$ cat config.mk
export PLATFORM = sky130hd
export DESIGN_NAME = piso_serializer_flat
export DESIGN_NICKNAME = d
export VERILOG_FILES = /design/src/rtl/piso_serializer_if.sv /design/src/rtl/piso_serializer.sv /design/src/flat_wrapper.sv
export SDC_FILE = /design/constraint.sdc
export NUM_CORES = 1
export LEC_CHECK = 0
export BUFFER_PORTS_ARGS = -buffer_cell sky130_fd_sc_hd__buf_2
export CAP_MARGIN = 40
export CELL_PAD_IN_SITES_DETAIL_PLACEMENT = 0
export CELL_PAD_IN_SITES_GLOBAL_PLACEMENT = 1
export CORE_UTILIZATION = 30
export CTS_CLUSTER_SIZE = 12
export DETAILED_ROUTE_END_ITERATION = 10
export PLACE_DENSITY_LB_ADDON = 0.1
export SLEW_MARGIN = 20
export SYNTH_ARGS = -nofsm -noshare
export SYNTH_HDL_FRONTEND = slang
export SYNTH_SLANG_ARGS = --single-unit
$ cat constraint.sdc
create_clock -name i_clk -period 2 [get_ports i_clk]
set_input_delay 0.1 -clock i_clk [delete_from_list [all_inputs] [get_ports i_clk]]
set_output_delay 0.1 -clock i_clk [all_outputs]
set_load 0.05 [all_outputs]
$ cat src/rtl/piso_serializer_if.sv
// Load handshake and serial output bundle for piso_serializer.
// The master drives load/data/enable; the serializer (slave) drives the serial side.
interface piso_serializer_if #(
   parameter int WIDTH = 8
);
   logic             i_load;
   logic [WIDTH-1:0] i_data;
   logic             i_en;
   logic             o_ready;
   logic             o_data;
   logic             o_valid;
   logic             o_last;
   logic             o_busy;

   modport master (
      output i_load, i_data, i_en,
      input  o_ready, o_data, o_valid, o_last, o_busy
   );

   modport slave (
      input  i_load, i_data, i_en,
      output o_ready, o_data, o_valid, o_last, o_busy
   );
endinterface

$ cat src/rtl/piso_serializer.sv
// Parallel-in/serial-out shifter: one WIDTH-bit word per valid/ready load,
// one bit per enabled edge, back-to-back words with no idle gap.
module piso_serializer #(
   parameter int   WIDTH      = 8,
   parameter bit   MSB_FIRST  = 1'b0,
   parameter logic IDLE_LEVEL = 1'b0
) (
   input  logic              i_clk,
   input  logic              i_rst,
   piso_serializer_if.slave  bus
);
   localparam int CW = $clog2(WIDTH);

   typedef enum logic {IDLE, SHIFT} state_t;

   state_t           state;
   logic [WIDTH-1:0] shreg;
   logic [CW-1:0]    cnt;
   logic             last;
   logic             ready;
   logic             accept;
   logic             out_bit;

   assign last    = (state == SHIFT) && (cnt == CW'(WIDTH - 1));
   // The final enabled edge of a word doubles as the accept slot for the next one.
   assign ready   = !i_rst && ((state == IDLE) || (last && bus.i_en));
   assign accept  = bus.i_load && ready;
   assign out_bit = MSB_FIRST ? shreg[WIDTH-1] : shreg[0];

   always_ff @(posedge i_clk or posedge i_rst) begin
      if (i_rst) begin
         state <= IDLE;
         cnt   <= '0;
         shreg <= '0;
      end else if (accept) begin
         state <= SHIFT;
         cnt   <= '0;
         shreg <= bus.i_data;
      end else if (state == SHIFT && bus.i_en) begin
         if (last) begin
            state <= IDLE;
         end else begin
            cnt   <= cnt + 1'b1;
            shreg <= MSB_FIRST ? {shreg[WIDTH-2:0], 1'b0} : {1'b0, shreg[WIDTH-1:1]};
         end
      end
   end

   assign bus.o_ready = ready;
   assign bus.o_valid = (state == SHIFT);
   assign bus.o_busy  = (state == SHIFT);
   assign bus.o_last  = last;
   assign bus.o_data  = (state == SHIFT) ? out_bit : IDLE_LEVEL;
endmodule

$ cat src/flat_wrapper.sv
// flat-port wrapper written by rule: the top's interface ports become plain ports
module piso_serializer_flat 
#(
   parameter int   WIDTH      = 8,
   parameter bit   MSB_FIRST  = 1'b0,
   parameter logic IDLE_LEVEL = 1'b0
)
  (i_clk, i_rst, bus_i_load, bus_i_data, bus_i_en, bus_o_ready, bus_o_data, bus_o_valid, bus_o_last, bus_o_busy);
  piso_serializer_if #(.WIDTH(WIDTH)) bus_i ();
  input  logic i_clk;
  input  logic i_rst;
  input wire logic [$bits(bus_i.i_load)-1:0] bus_i_load;
  input wire logic [$bits(bus_i.i_data)-1:0] bus_i_data;
  input wire logic [$bits(bus_i.i_en)-1:0] bus_i_en;
  output wire logic [$bits(bus_i.o_ready)-1:0] bus_o_ready;
  output wire logic [$bits(bus_i.o_data)-1:0] bus_o_data;
  output wire logic [$bits(bus_i.o_valid)-1:0] bus_o_valid;
  output wire logic [$bits(bus_i.o_last)-1:0] bus_o_last;
  output wire logic [$bits(bus_i.o_busy)-1:0] bus_o_busy;
  assign bus_i.i_load = bus_i_load;
  assign bus_i.i_data = bus_i_data;
  assign bus_i.i_en = bus_i_en;
  assign bus_o_ready = bus_i.o_ready;
  assign bus_o_data = bus_i.o_data;
  assign bus_o_valid = bus_i.o_valid;
  assign bus_o_last = bus_i.o_last;
  assign bus_o_busy = bus_i.o_busy;
  piso_serializer #(.WIDTH(WIDTH), .MSB_FIRST(MSB_FIRST), .IDLE_LEVEL(IDLE_LEVEL)) u_core (.i_clk(i_clk), .i_rst(i_rst), .bus(bus_i));
endmodule
==> impl_table.tex, run 1 <==
\begin{tabular}{lr}
\hline
Metric & Value \\
\hline
\multicolumn{2}{l}{\textbf{Setup path}} \\
Worst-case register-to-register setup slack & 0.25 ns \\
Arrival time worst endpoint & 1.67 ns \\
Cell type with the highest occurrence count on the critical path & sky130\_fd\_sc\_hd\_\_ha\_1 \\
Critical path peak fanout & 6 \\
Highest cell delay on the worst timing path & 0.40 ns \\
Buffering stage count on the worst path with inverters included & 1 \\
Worst r2r src & u\_core.cnt[0]\$\_DFFE\_PP0P\_ \\
Cells on worst reg2reg path & 5 \\
Startpoint Class & register \\
Critical Path End Type & output port \\
Worst Setup Path Type & register to output port \\
Data required time at the worst endpoint & 1.90 ns \\
CP top delay family & adder cells \\
CP Cell Sequence & ha\_1 > ha\_1 > a21boi\_2 > nor2\_1 > buf\_2 \\
Crit-path slowest cell & sky130\_fd\_sc\_hd\_\_dfrtp\_1 \\
Worst R2R End & u\_core.shreg[1]\$\_DFFE\_PP0P\_ \\
\multicolumn{2}{l}{\textbf{Clock tree}} \\
Clock tree root driver cell & sky130\_fd\_sc\_hd\_\_clkbuf\_4 \\
Worst-Skew Late Latency & 0.28 ns \\
Number of CTS-inserted buffers & 3 \\
TritonCTS clock tree & done \\
Clock-pin transition on the worst setup and hold timing paths & 0.08 ns \\
Number of instances resized during post-cts repair & 0 \\
Maximum count of clock buffers along a single path & 2 \\
Clock net sink count & 12 \\
H-tree levels & 1 \\
\multicolumn{2}{l}{\textbf{STA}} \\
Rel. slew slack & 68.3\% \\
Max Freq & 565 MHz \\
Fin crit share & 88.4\% \\
Number of setup violations in the final report & 0 \\
Hold Violations, Final & 0 \\
Slew @ Worst Pin & 0.475 ns \\
Max-slew violation total from the final report & 0 \\
Final critical delay including setup and external delays & 1.77 ns \\
Setup repair after global routing missed its margin & false \\
Sum Neg Setup Slack & 0 ns \\
Max Clock Skew & 0.00399 ns \\
\multicolumn{2}{l}{\textbf{Placement}} \\
DP Area & 701 sq um \\
Number of placed instances, taps included & 95 \\
Routability cong. & 0.753 \\
Port Buffers & 16 \\
Sum of net half-perimeters after detailed placement & 908 um \\
\multicolumn{2}{l}{\textbf{Synthesis}} \\
Cell area after synthesis & 597 sq um \\
Post-synthesis register bit count & 12 \\
Net count after synthesis & 69 \\
Proportion of synthesized chip area in sequential cells & 50.3\% \\
Mean cell area of the mapped netlist & 10.9 sq um \\
Synth Warn \# & 0 \\
Instance count of the mapped netlist & 55 \\
Distinct cells, synth & 21 \\
\multicolumn{2}{l}{\textbf{Global routing}} \\
Vias in the first global route & 443 \\
Remaining Overflow, GRT & 0 \\
First-pass GRT wire length & 2050 um \\
Initial antenna violation count & 0 \\
Pin count of the biggest net entering global routing & 13 \\
Global Route Usage Sum & 14.1\% \\
\multicolumn{2}{l}{\textbf{Layout}} \\
Number of nets in the finished design & 90 \\
Commonest non-fill, non-tap cells in the layout & sky130\_fd\_sc\_hd\_\_buf\_2, sky130\_fd\_sc\_hd\_\_dfrtp\_1, sky130\_fd\_sc\_hd\_\_nor2\_1 \\
\# diodes & 0 \\
Design area & 747 sq um \\
Non-filler instance count after layout & 100 \\
Filler Cell Count & 194 \\
Final Core Density & 41.5\% \\
Most frequent standard cell in the layout excluding fill and tap cells & sky130\_fd\_sc\_hd\_\_buf\_2 \\
Synthesis-to-finish area growth & 25.2\% \\
Share of post-route cells with drive strength above 1 & 29.3\% \\
\multicolumn{2}{l}{\textbf{Detailed routing}} \\
Detail-routed via count per cell & 4.74 \\
Via count & 474 \\
Antenna violation net count after detailed routing & 0 \\
Final routed DRC violation total & 0 \\
Final wirelength & 1250 um \\
DR pass1 iterations & 2 \\
Average routed wire per standard cell & 12.5 um \\
Detailed router's first-iteration violation count & 4 \\
\multicolumn{2}{l}{\textbf{Die}} \\
Row cnt & 15 \\
Core region area & 0.00180 sq mm \\
Starting density of the core & 33.1\% \\
Ports placed on the boundary & 17 \\
Overall die height & 46.6 um \\
Die Span X & 46.6 um \\
Die area & 0.00217 sq mm \\
\multicolumn{2}{l}{\textbf{Worst hold path}} \\
Depth of the worst hold-timing path & 2 \\
Worst-case hold path end point & u\_core.shreg[3]\$\_DFFE\_PP0P\_ \\
Beginning of the worst hold path & bus\_i\_data[3] \\
Worst min-delay path class & primary input to register \\
\multicolumn{2}{l}{\textbf{Pwr}} \\
Leak & 0.387 nW \\
Pwr per Cell Area & 1530 mW/mm\^{}2 \\
Peak supply drop & 0.593 mV \\
Total design power & 1.15 mW \\
\multicolumn{2}{l}{\textbf{Status}} \\
Outcome & finished, final reports clean \\
\multicolumn{2}{l}{\textbf{Job}} \\
Max Cap Viol & 0 \\
\hline
\end{tabular}
worst max-delay path by stage:
stage	from	endpoint	slack, ns	cells after the start
2_1_floorplan	u_core.bus.o_busy$_DFFE_PP0P_	bus_o_ready	0.36	2
3_3_place_gp	u_core.cnt[0]$_DFFE_PP0P_	u_core.shreg[6]$_DFFE_PP0P_	0.27	5
3_5_place_dp	u_core.cnt[0]$_DFFE_PP0P_	u_core.shreg[1]$_DFFE_PP0P_	0.26	5
4_1_cts	u_core.cnt[0]$_DFFE_PP0P_	bus_o_ready	0.21	5
5_1_grt	u_core.cnt[0]$_DFFE_PP0P_	bus_o_ready	0.11	5
6_report	u_core.cnt[0]$_DFFE_PP0P_	bus_o_ready	0.23	5
cell type report:
class / instances / area [sq um] / share of cell area, %
Sequential cell: 12 / 300 / 40.2
Tap cell: 25 / 31.3 / 4.19
Timing Repair Buffer: 17 / 90.1 / 12.1
Inverter: 5 / 18.8 / 2.51
Clock buffer: 4 / 36.3 / 4.86
Multi-Input combinational cell: 37 / 270 / 36.2
metrics by stage:
stage,worst slack (ns),hold slack [ns]
4_1_cts,0.209,0.0391
6_report,0.231,0.0444
2_1_floorplan,0.361,-0.0353
3_5_place_dp,0.258,0.164
3_3_place_gp,0.273,0.155
5_1_grt,0.105,0.0366
metal layers:
| metal | GRT usage [%] | part of all wire [%] |
|---|---|---|
| met1 | 19.6 | 53 |
| met2 | 20.0 | 41 |
| met3 | 3.53 | 4.1 |
| met4 | 7.06 | 2.0 |
| met5 | 0 | 0 |
cell usage after synthesis:
master                     count  share of area, %
sky130_fd_sc_hd__dfrtp_1      12                50
sky130_fd_sc_hd__nor2_1        6               3.8
sky130_fd_sc_hd__a221o_1       5               8.4
sky130_fd_sc_hd__inv_1         5               3.1
sky130_fd_sc_hd__and3_1        3               3.1
sky130_fd_sc_hd__mux2i_1       3               5.0
sky130_fd_sc_hd__a21oi_1       2               1.7
sky130_fd_sc_hd__and2_1        2               2.1
sky130_fd_sc_hd__ha_1          2               4.2
sky130_fd_sc_hd__nand2b_1      2               2.1
sky130_fd_sc_hd__nor2b_1       2               2.1
sky130_fd_sc_hd__o32ai_1       2               2.9
sky130_fd_sc_hd__a21boi_2      1               1.9
sky130_fd_sc_hd__a21o_1        1               1.3
sky130_fd_sc_hd__a221oi_1      1               1.5
sky130_fd_sc_hd__buf_4         1               1.3
sky130_fd_sc_hd__nand2_1       1              0.63
sky130_fd_sc_hd__nand3b_1      1               1.3
sky130_fd_sc_hd__nor2_2        1               1.0
sky130_fd_sc_hd__nor3_1        1              0.84
sky130_fd_sc_hd__xor2_1        1               1.5
state kept, by name, summed over array words and instances (netlist names):
register           count
u_core.shreg           8
u_core.bus.o_busy      1
u_core.cnt             3
timing repair:
item                      CTS  global route
hold buffers                1             0
hold endpoints to repair   12             0
setup buffers               0             0
cell families after synthesis:
kind of cell | share of synthesized area, %
buffers and inverters | 4.40
AO/OA/AOI/OAI | 17.6
multiplexers | 5.03
XOR/XNOR | 1.47
AND/OR/NAND/NOR | 17.0
adder cells (fa/ha/maj) | 4.19
flip-flops | 50.3
power by group:
part | switching (mW) | total [mW] | internal [mW]
registers | 0.0679 | 0.419 | 0.351
clock network | 0.0908 | 0.202 | 0.111
logic | 0.323 | 0.525 | 0.202
(Power assumes the default switching activity.)
==> run 2: changes to the inputs <==
Settings changed: ABC_AREA set to 1.
==> run 2 against run 1 <==
Critical path depth up 3. Synthesized area up 4.6%. Via count up 20%. Global-route usage down 0.52 points. Cell count up 26%. Combinational power down 19%. Clock-buffer cell count down 1. Sequential power down 4.8%. Flip-flop and latch count unchanged. Clock power down 28%. Critical path type unchanged. Largest cell class unchanged. Largest power group unchanged.
==> impl_table.tex, run 2 <==
\begin{tabular}{lr}
\hline
Metric & Value \\
\hline
\multicolumn{2}{l}{\textbf{Clock tree}} \\
Number of CTS-inserted buffers & 3 \\
TritonCTS clock tree & done \\
Clock-pin transition on the worst setup and hold timing paths & 0.07 ns \\
Clock net sink count & 12 \\
Worst-Skew Late Latency & 0.26 ns \\
Clock tree root driver cell & sky130\_fd\_sc\_hd\_\_clkbuf\_4 \\
Hold buffer count at CTS & 1 \\
Number of instances resized during post-cts repair & 0 \\
H-tree levels & 1 \\
Maximum count of clock buffers along a single path & 2 \\
Post-CTS Setup Inserts & 0 \\
\multicolumn{2}{l}{\textbf{Synthesis}} \\
Proportion of synthesized chip area in sequential cells & 48.1\% \\
Cell taking the most area after synthesis & sky130\_fd\_sc\_hd\_\_dfrtp\_1 \\
Count leader, synth & sky130\_fd\_sc\_hd\_\_nand2\_1 \\
Most area-consuming cells after synthesis & sky130\_fd\_sc\_hd\_\_dfrtp\_1, sky130\_fd\_sc\_hd\_\_nand2\_1, sky130\_fd\_sc\_hd\_\_nand3\_1 \\
Most frequent cells after synthesis & sky130\_fd\_sc\_hd\_\_nand2\_1, sky130\_fd\_sc\_hd\_\_dfrtp\_1, sky130\_fd\_sc\_hd\_\_nand3\_1, sky130\_fd\_sc\_hd\_\_inv\_1 \\
Area share of the largest cell type after synthesis & 48.1\% \\
Instance count of the mapped netlist & 79 \\
Net count after synthesis & 93 \\
Post-synthesis register bit count & 12 \\
Number of flops mapped to enable cells by yosys & 0 \\
Mean cell area of the mapped netlist & 7.90 sq um \\
Async set or reset register ratio after synthesis & 100\% \\
Distinct cells, synth & 13 \\
Top flip-flop cell by instance count after synthesis & sky130\_fd\_sc\_hd\_\_dfrtp\_1 \\
Synth Warn \# & 0 \\
Cell area after synthesis & 624 sq um \\
\multicolumn{2}{l}{\textbf{Layout}} \\
Largest register by flop count & u\_core.shreg \\
Most frequent standard cell in the layout excluding fill and tap cells & sky130\_fd\_sc\_hd\_\_nand2\_1 \\
Number of nets in the finished design & 115 \\
\# diodes & 0 \\
Largest register FFs & 8 \\
Synthesis-to-finish area growth & 23.8\% \\
Commonest non-fill, non-tap cells in the layout & sky130\_fd\_sc\_hd\_\_nand2\_1, sky130\_fd\_sc\_hd\_\_buf\_2, sky130\_fd\_sc\_hd\_\_nand3\_1, sky130\_fd\_sc\_hd\_\_dfrtp\_1, sky130\_fd\_sc\_hd\_\_inv\_1 \\
Total area of multi-input combinational cells & 270 sq um \\
Share of post-route cells with drive strength above 1 & 24.2\% \\
Filler Cell Count & 226 \\
Register area & 300 sq um \\
\multicolumn{2}{l}{\textbf{Detailed routing}} \\
Final routed DRC violation total & 0 \\
Detailed router's first-iteration violation count & 16 \\
Via count & 567 \\
Detail-routed via count per cell & 4.50 \\
DR pass1 iterations & 4 \\
Final wirelength & 1280 um \\
Antenna violation net count after detailed routing & 0 \\
Average routed wire per standard cell & 10.1 um \\
\multicolumn{2}{l}{\textbf{Pwr}} \\
Leak & 0.450 nW \\
Peak supply drop & 0.469 mV \\
Pwr per Cell Area & 1250 mW/mm\^{}2 \\
Total design power & 0.969 mW \\
\multicolumn{2}{l}{\textbf{STA}} \\
Fin crit share & 89.1\% \\
Max Freq & 561 MHz \\
Number of setup violations in the final report & 0 \\
Max Clock Skew & 0.00171 ns \\
Hold Violations, Final & 0 \\
Rel. slew slack & 75.6\% \\
Setup repair after global routing missed its margin & false \\
Slew @ Worst Pin & 0.365 ns \\
Final critical delay including setup and external delays & 1.78 ns \\
Sum Neg Setup Slack & 0 ns \\
Max-slew violation total from the final report & 0 \\
\multicolumn{2}{l}{\textbf{Job}} \\
Max Cap Viol & 0 \\
\multicolumn{2}{l}{\textbf{Die}} \\
Overall die height & 47.6 um \\
Core region area & 0.00196 sq mm \\
Ports placed on the boundary & 17 \\
Starting density of the core & 31.8\% \\
Die Span X & 47.6 um \\
Die area & 0.00227 sq mm \\
Row cnt & 16 \\
\multicolumn{2}{l}{\textbf{Global routing}} \\
Remaining Overflow, GRT & 0 \\
Initial antenna violation count & 0 \\
Pin count of the biggest net entering global routing & 13 \\
First-pass GRT wire length & 2100 um \\
Vias in the first global route & 496 \\
Global Route Usage Sum & 13.6\% \\
\multicolumn{2}{l}{\textbf{Worst hold path}} \\
Beginning of the worst hold path & bus\_i\_data[7] \\
Worst min-delay path class & primary input to register \\
\multicolumn{2}{l}{\textbf{Setup path}} \\
CP Cell Sequence & ha\_1 > ha\_1 > nand2\_1 > nand2\_2 > buf\_4 > nand2\_1 > inv\_1 > buf\_2 \\
Worst setup path startpoint & u\_core.cnt[0]\$\_DFFE\_PP0P\_ \\
Crit-path slowest cell & sky130\_fd\_sc\_hd\_\_dfrtp\_1 \\
Arrival time worst endpoint & 1.68 ns \\
Critical Path End Type & output port \\
Worst r2r src & u\_core.cnt[0]\$\_DFFE\_PP0P\_ \\
Highest cell delay on the worst timing path & 0.39 ns \\
Critical path peak fanout & 7 \\
Worst Setup Path Type & register to output port \\
Startpoint Class & register \\
Data required time at the worst endpoint & 1.90 ns \\
\multicolumn{2}{l}{\textbf{Placement}} \\
Port Buffers & 16 \\
Sum of net half-perimeters after detailed placement & 1040 um \\
Routability cong. & 0.706 \\
\multicolumn{2}{l}{\textbf{Status}} \\
Outcome & finished, final reports clean \\
\hline
\end{tabular}
[run 2: changes by cell type after synthesis, sizes merged, moves of 2 or more]
cell and delta:
a21oi -2, a221o -5, and2 -2, and3 -3
buf +2, inv +3, mux2i -3, nand2 +24
nand2b -2, nand3 +13, nand4 +7, nor2b -2
o32ai -2
[run 2: power breakdown]
part,total [mW],switching (mW),internal (mW)
sequential,0.399,0.0609,0.338
combinational,0.426,0.279,0.147
clock,0.145,0.0753,0.0695
[run 2: cells by family (layout without fill, tap and decap cells)]
group	after synthesis	in the layout	share of synthesized area (%)
xor gates and xnor gates	1	1	1.40
buffers and inverters	12	32	8.62
adders and majority gates	2	2	4.01
DFF	12	12	48.1
and+or+nand+nor	52	52	37.9
[run 2: path summary, 6_finish.rpt]
| path | to | slack, ns | cells past startpoint |
|---|---|---|---|
| worst max-delay path | bus_o_ready | 0.22 | 8 |
| worst min-delay path | u_core.shreg[7]$_DFFE_PP0P_ | 0.03 | 3 |
| worst min register to register | u_core.shreg[2]$_DFFE_PP0P_ | 0.49 | 2 |
| worst max register to register | u_core.cnt[1]$_DFFE_PP0P_ | 0.26 | 9 |
| max in group asynchronous | u_core.shreg[3]$_DFFE_PP0P_ | 1.33 | 4 |
| min in group asynchronous | u_core.shreg[1]$_DFFE_PP0P_ | 0.28 | 3 |
[run 2: per-stage QoR]
| stage | area [sq um] | hold WS [ns] | util (%) | cells | worst slack (ns) |
|---|---|---|---|---|---|
| final | 773 | 0.0275 | 39.4 | 126 | 0.218 |
| after floorplan | 624 | -0.0436 | - | 79 | 0.525 |
| after global routing | 773 | 0.0453 | 39.4 | 126 | 0.0246 |
| after global placement | 741 | 0.0229 | 37.8 | 122 | 0.293 |
| after CTS | 773 | 0.0211 | 39.4 | 126 | 0.200 |
| after detailed placement | 741 | 0.0233 | 37.8 | 122 | 0.247 |
[run 2: worst max-delay path: cells and delay by family, from the launching register on]
kind	cells	cell delay [ns]
buf+inv	3	0.40
fa+ha+maj	2	0.41
flops	1	0.39
simple gates	3	0.21
[run 2: layout make-up]
| type | instances | share of cell area, % |
|---|---|---|
| clock buffer | 3 | 2.91 |
| sequential | 12 | 38.8 |
| inverter | 9 | 4.37 |
| multi-input combinational | 55 | 35.0 |
| tap | 27 | 4.37 |
| timing repair buffer | 20 | 14.6 |
[run 2: routing by layer]
layer | GRT usage (%) | wire length (um) | up-vias
met1 | 19.6 | 629 | 255
li1 | - | - | 297
met3 | 3.40 | 47 | 2
met2 | 18.9 | 593 | 13
met5 | 0 | 0 | -
met4 | 6.67 | 8 | 0
==> run 3: changes to the inputs <==
Settings changed: BUFFER_PORTS_ARGS -buffer_cell sky130_fd_sc_hd__buf_2 to -buffer_cell sky130_fd_sc_hd__buf_4.
==> run 3 against run 2 <==
Via count shrank 0.35%. First-iteration DRC count shrank 63%. Critical path depth grew 1. Core utilization grew 2.0 points. Die area is the same. Cell count is the same. Clock skew is essentially flat. Combinational power grew 5.4%. Design area grew 5.2%. Sequential share of layout area shrank 1.9 points. Critical path type is now register to register. Largest cell class unchanged. Highest routed layer unchanged.
==> impl_table.tex, run 3 (synthesis results as in run 2) <==
\begin{tabular}{lr}
\hline
Metric & Value \\
\hline
\multicolumn{2}{l}{\textbf{Status}} \\
Outcome & finished, final reports clean \\
\multicolumn{2}{l}{\textbf{STA}} \\
Max Freq & 566 MHz \\
Hold Violations, Final & 0 \\
Final critical delay including setup and external delays & 1.77 ns \\
Setup repair after global routing missed its margin & false \\
Number of setup violations in the final report & 0 \\
Slew @ Worst Pin & 0.399 ns \\
Max-slew violation total from the final report & 0 \\
Fin crit share & 88.3\% \\
Sum Neg Setup Slack & 0 ns \\
Max Clock Skew & 0.00185 ns \\
Rel. slew slack & 73.3\% \\
\multicolumn{2}{l}{\textbf{Pwr}} \\
Leak & 0.463 nW \\
Peak supply drop & 0.450 mV \\
Total design power & 0.993 mW \\
Pwr per Cell Area & 1220 mW/mm\^{}2 \\
\multicolumn{2}{l}{\textbf{Setup path}} \\
Worst Setup Path Type & register to register \\
Arrival time worst endpoint & 1.97 ns \\
Cells on worst reg2reg path & 9 \\
CP Cell Sequence & ha\_1 > ha\_1 > inv\_1 > nand3\_1 > inv\_1 > nand2\_1 > nand2\_1 > nand2\_1 > inv\_1 \\
Worst r2r src & u\_core.cnt[0]\$\_DFFE\_PP0P\_ \\
Startpoint Class & register \\
Highest cell delay on the worst timing path & 0.40 ns \\
Worst-case register-to-register setup slack & 0.23 ns \\
Crit-path slowest cell & sky130\_fd\_sc\_hd\_\_dfrtp\_1 \\
Worst R2R End & u\_core.cnt[2]\$\_DFFE\_PP0P\_ \\
Data required time at the worst endpoint & 2.21 ns \\
Critical Path End Type & register \\
Critical path peak fanout & 10 \\
\multicolumn{2}{l}{\textbf{Die}} \\
Die Span X & 47.6 um \\
Die area & 0.00227 sq mm \\
Starting density of the core & 31.8\% \\
Row cnt & 16 \\
Ports placed on the boundary & 17 \\
Core region area & 0.00196 sq mm \\
Overall die height & 47.6 um \\
\multicolumn{2}{l}{\textbf{Detailed routing}} \\
DR pass1 iterations & 2 \\
Final routed DRC violation total & 0 \\
Average routed wire per standard cell & 10.5 um \\
Detail-routed via count per cell & 4.48 \\
Final wirelength & 1330 um \\
Detailed router's first-iteration violation count & 6 \\
Via count & 565 \\
Antenna violation net count after detailed routing & 0 \\
\multicolumn{2}{l}{\textbf{Clock tree}} \\
Clock-pin transition on the worst setup and hold timing paths & 0.07 ns \\
H-tree levels & 1 \\
Clock net sink count & 12 \\
Number of CTS-inserted buffers & 3 \\
TritonCTS clock tree & done \\
Clock tree root driver cell & sky130\_fd\_sc\_hd\_\_clkbuf\_4 \\
Worst-Skew Late Latency & 0.26 ns \\
Maximum count of clock buffers along a single path & 2 \\
\multicolumn{2}{l}{\textbf{Layout}} \\
Synthesis-to-finish area growth & 30.3\% \\
Commonest non-fill, non-tap cells in the layout & sky130\_fd\_sc\_hd\_\_nand2\_1, sky130\_fd\_sc\_hd\_\_buf\_4, sky130\_fd\_sc\_hd\_\_nand3\_1, sky130\_fd\_sc\_hd\_\_dfrtp\_1, sky130\_fd\_sc\_hd\_\_inv\_1 \\
Largest register by flop count & u\_core.shreg \\
Number of nets in the finished design & 115 \\
Most frequent standard cell in the layout excluding fill and tap cells & sky130\_fd\_sc\_hd\_\_nand2\_1 \\
\# diodes & 0 \\
Largest register FFs & 8 \\
Share of post-route cells with drive strength above 1 & 24.2\% \\
\multicolumn{2}{l}{\textbf{Worst hold path}} \\
Worst min-delay path class & primary input to register \\
Depth of the worst hold-timing path & 3 \\
Worst-case hold path end point & u\_core.shreg[7]\$\_DFFE\_PP0P\_ \\
Beginning of the worst hold path & bus\_i\_data[7] \\
\multicolumn{2}{l}{\textbf{Placement}} \\
Routability cong. & 0.687 \\
Sum of net half-perimeters after detailed placement & 982 um \\
Port Buffers & 16 \\
\multicolumn{2}{l}{\textbf{Global routing}} \\
Pin count of the biggest net entering global routing & 19 \\
Initial antenna violation count & 0 \\
Remaining Overflow, GRT & 0 \\
First-pass GRT wire length & 2190 um \\
Global Route Usage Sum & 14.3\% \\
Vias in the first global route & 532 \\
\multicolumn{2}{l}{\textbf{Job}} \\
Max Cap Viol & 0 \\
\hline
\end{tabular}
## run 3: cell counts in the layout (fill, tap and decap cells not counted)
Identical to the previous run, type by type.
## run 3: metal layers
| layer | routed length (um) | part of all wire, % | track usage [%] |
|---|---|---|---|
| met4 | 13 | 0.98 | 8.33 |
| met1 | 687 | 52 | 19.4 |
| met5 | 0 | 0 | 0 |
| met3 | 48 | 3.6 | 2.26 |
| met2 | 577 | 43 | 21.6 |
## run 3: how the worst max path moves through the flow
stage                                    startpoint                           to  slack (ns)  cells past startpoint
after floorplan           u_core.cnt[0]$_DFFE_PP0P_  u_core.shreg[5]$_DFFE_PP0P_        0.52                      9
after global placement    u_core.cnt[0]$_DFFE_PP0P_    u_core.cnt[2]$_DFFE_PP0P_        0.27                      9
after detailed placement  u_core.cnt[0]$_DFFE_PP0P_    u_core.cnt[1]$_DFFE_PP0P_        0.21                      9
final                     u_core.cnt[0]$_DFFE_PP0P_    u_core.cnt[2]$_DFFE_PP0P_        0.23                      9
after global routing      u_core.cnt[0]$_DFFE_PP0P_    u_core.cnt[2]$_DFFE_PP0P_        0.02                      9
after CTS                 u_core.cnt[0]$_DFFE_PP0P_    u_core.cnt[1]$_DFFE_PP0P_        0.19                      9
## run 3: layout make-up
class	count	area (sq um)
sequential	12	300
multi-input combinational	55	270
clock buffer	3	22.5
timing repair buffer	20	153
fill	233	1150
tap	27	33.8
inverter	9	33.8
## run 3: stage by stage
stage          setup slack (ns)  area [sq um]  util, %  hold slack (ns)  std cells
4_1_cts                   0.193           813     41.5           0.0244        126
5_1_grt                  0.0185           813     41.5           0.0374        126
3_3_place_gp              0.270           781     39.8            0.147        122
3_5_place_dp              0.211           781     39.8            0.166        122
6_report                  0.234           813     41.5           0.0350        126
2_1_floorplan             0.525           624        -          -0.0436         79
## run 3: power breakdown
part	switching [mW]	internal [mW]	total (mW)
Sequential	0.0623	0.338	0.400
Clock	0.0742	0.0695	0.144
Combinational	0.281	0.169	0.449
Total	0.417	0.576	0.993
## run 3: critical path: cells and delay by family, from the launching register on
family	cells	cell delay [ns]
buf+inv	3	0.44
fa+ha+maj	2	0.40
simple gates	4	0.47
flops	1	0.40
## run 3: repair_timing
item                      CTS  global route
gates resized for setup     0             0
hold buffers                1             0
buffers inserted            0             0
hold endpoints to repair   12             0
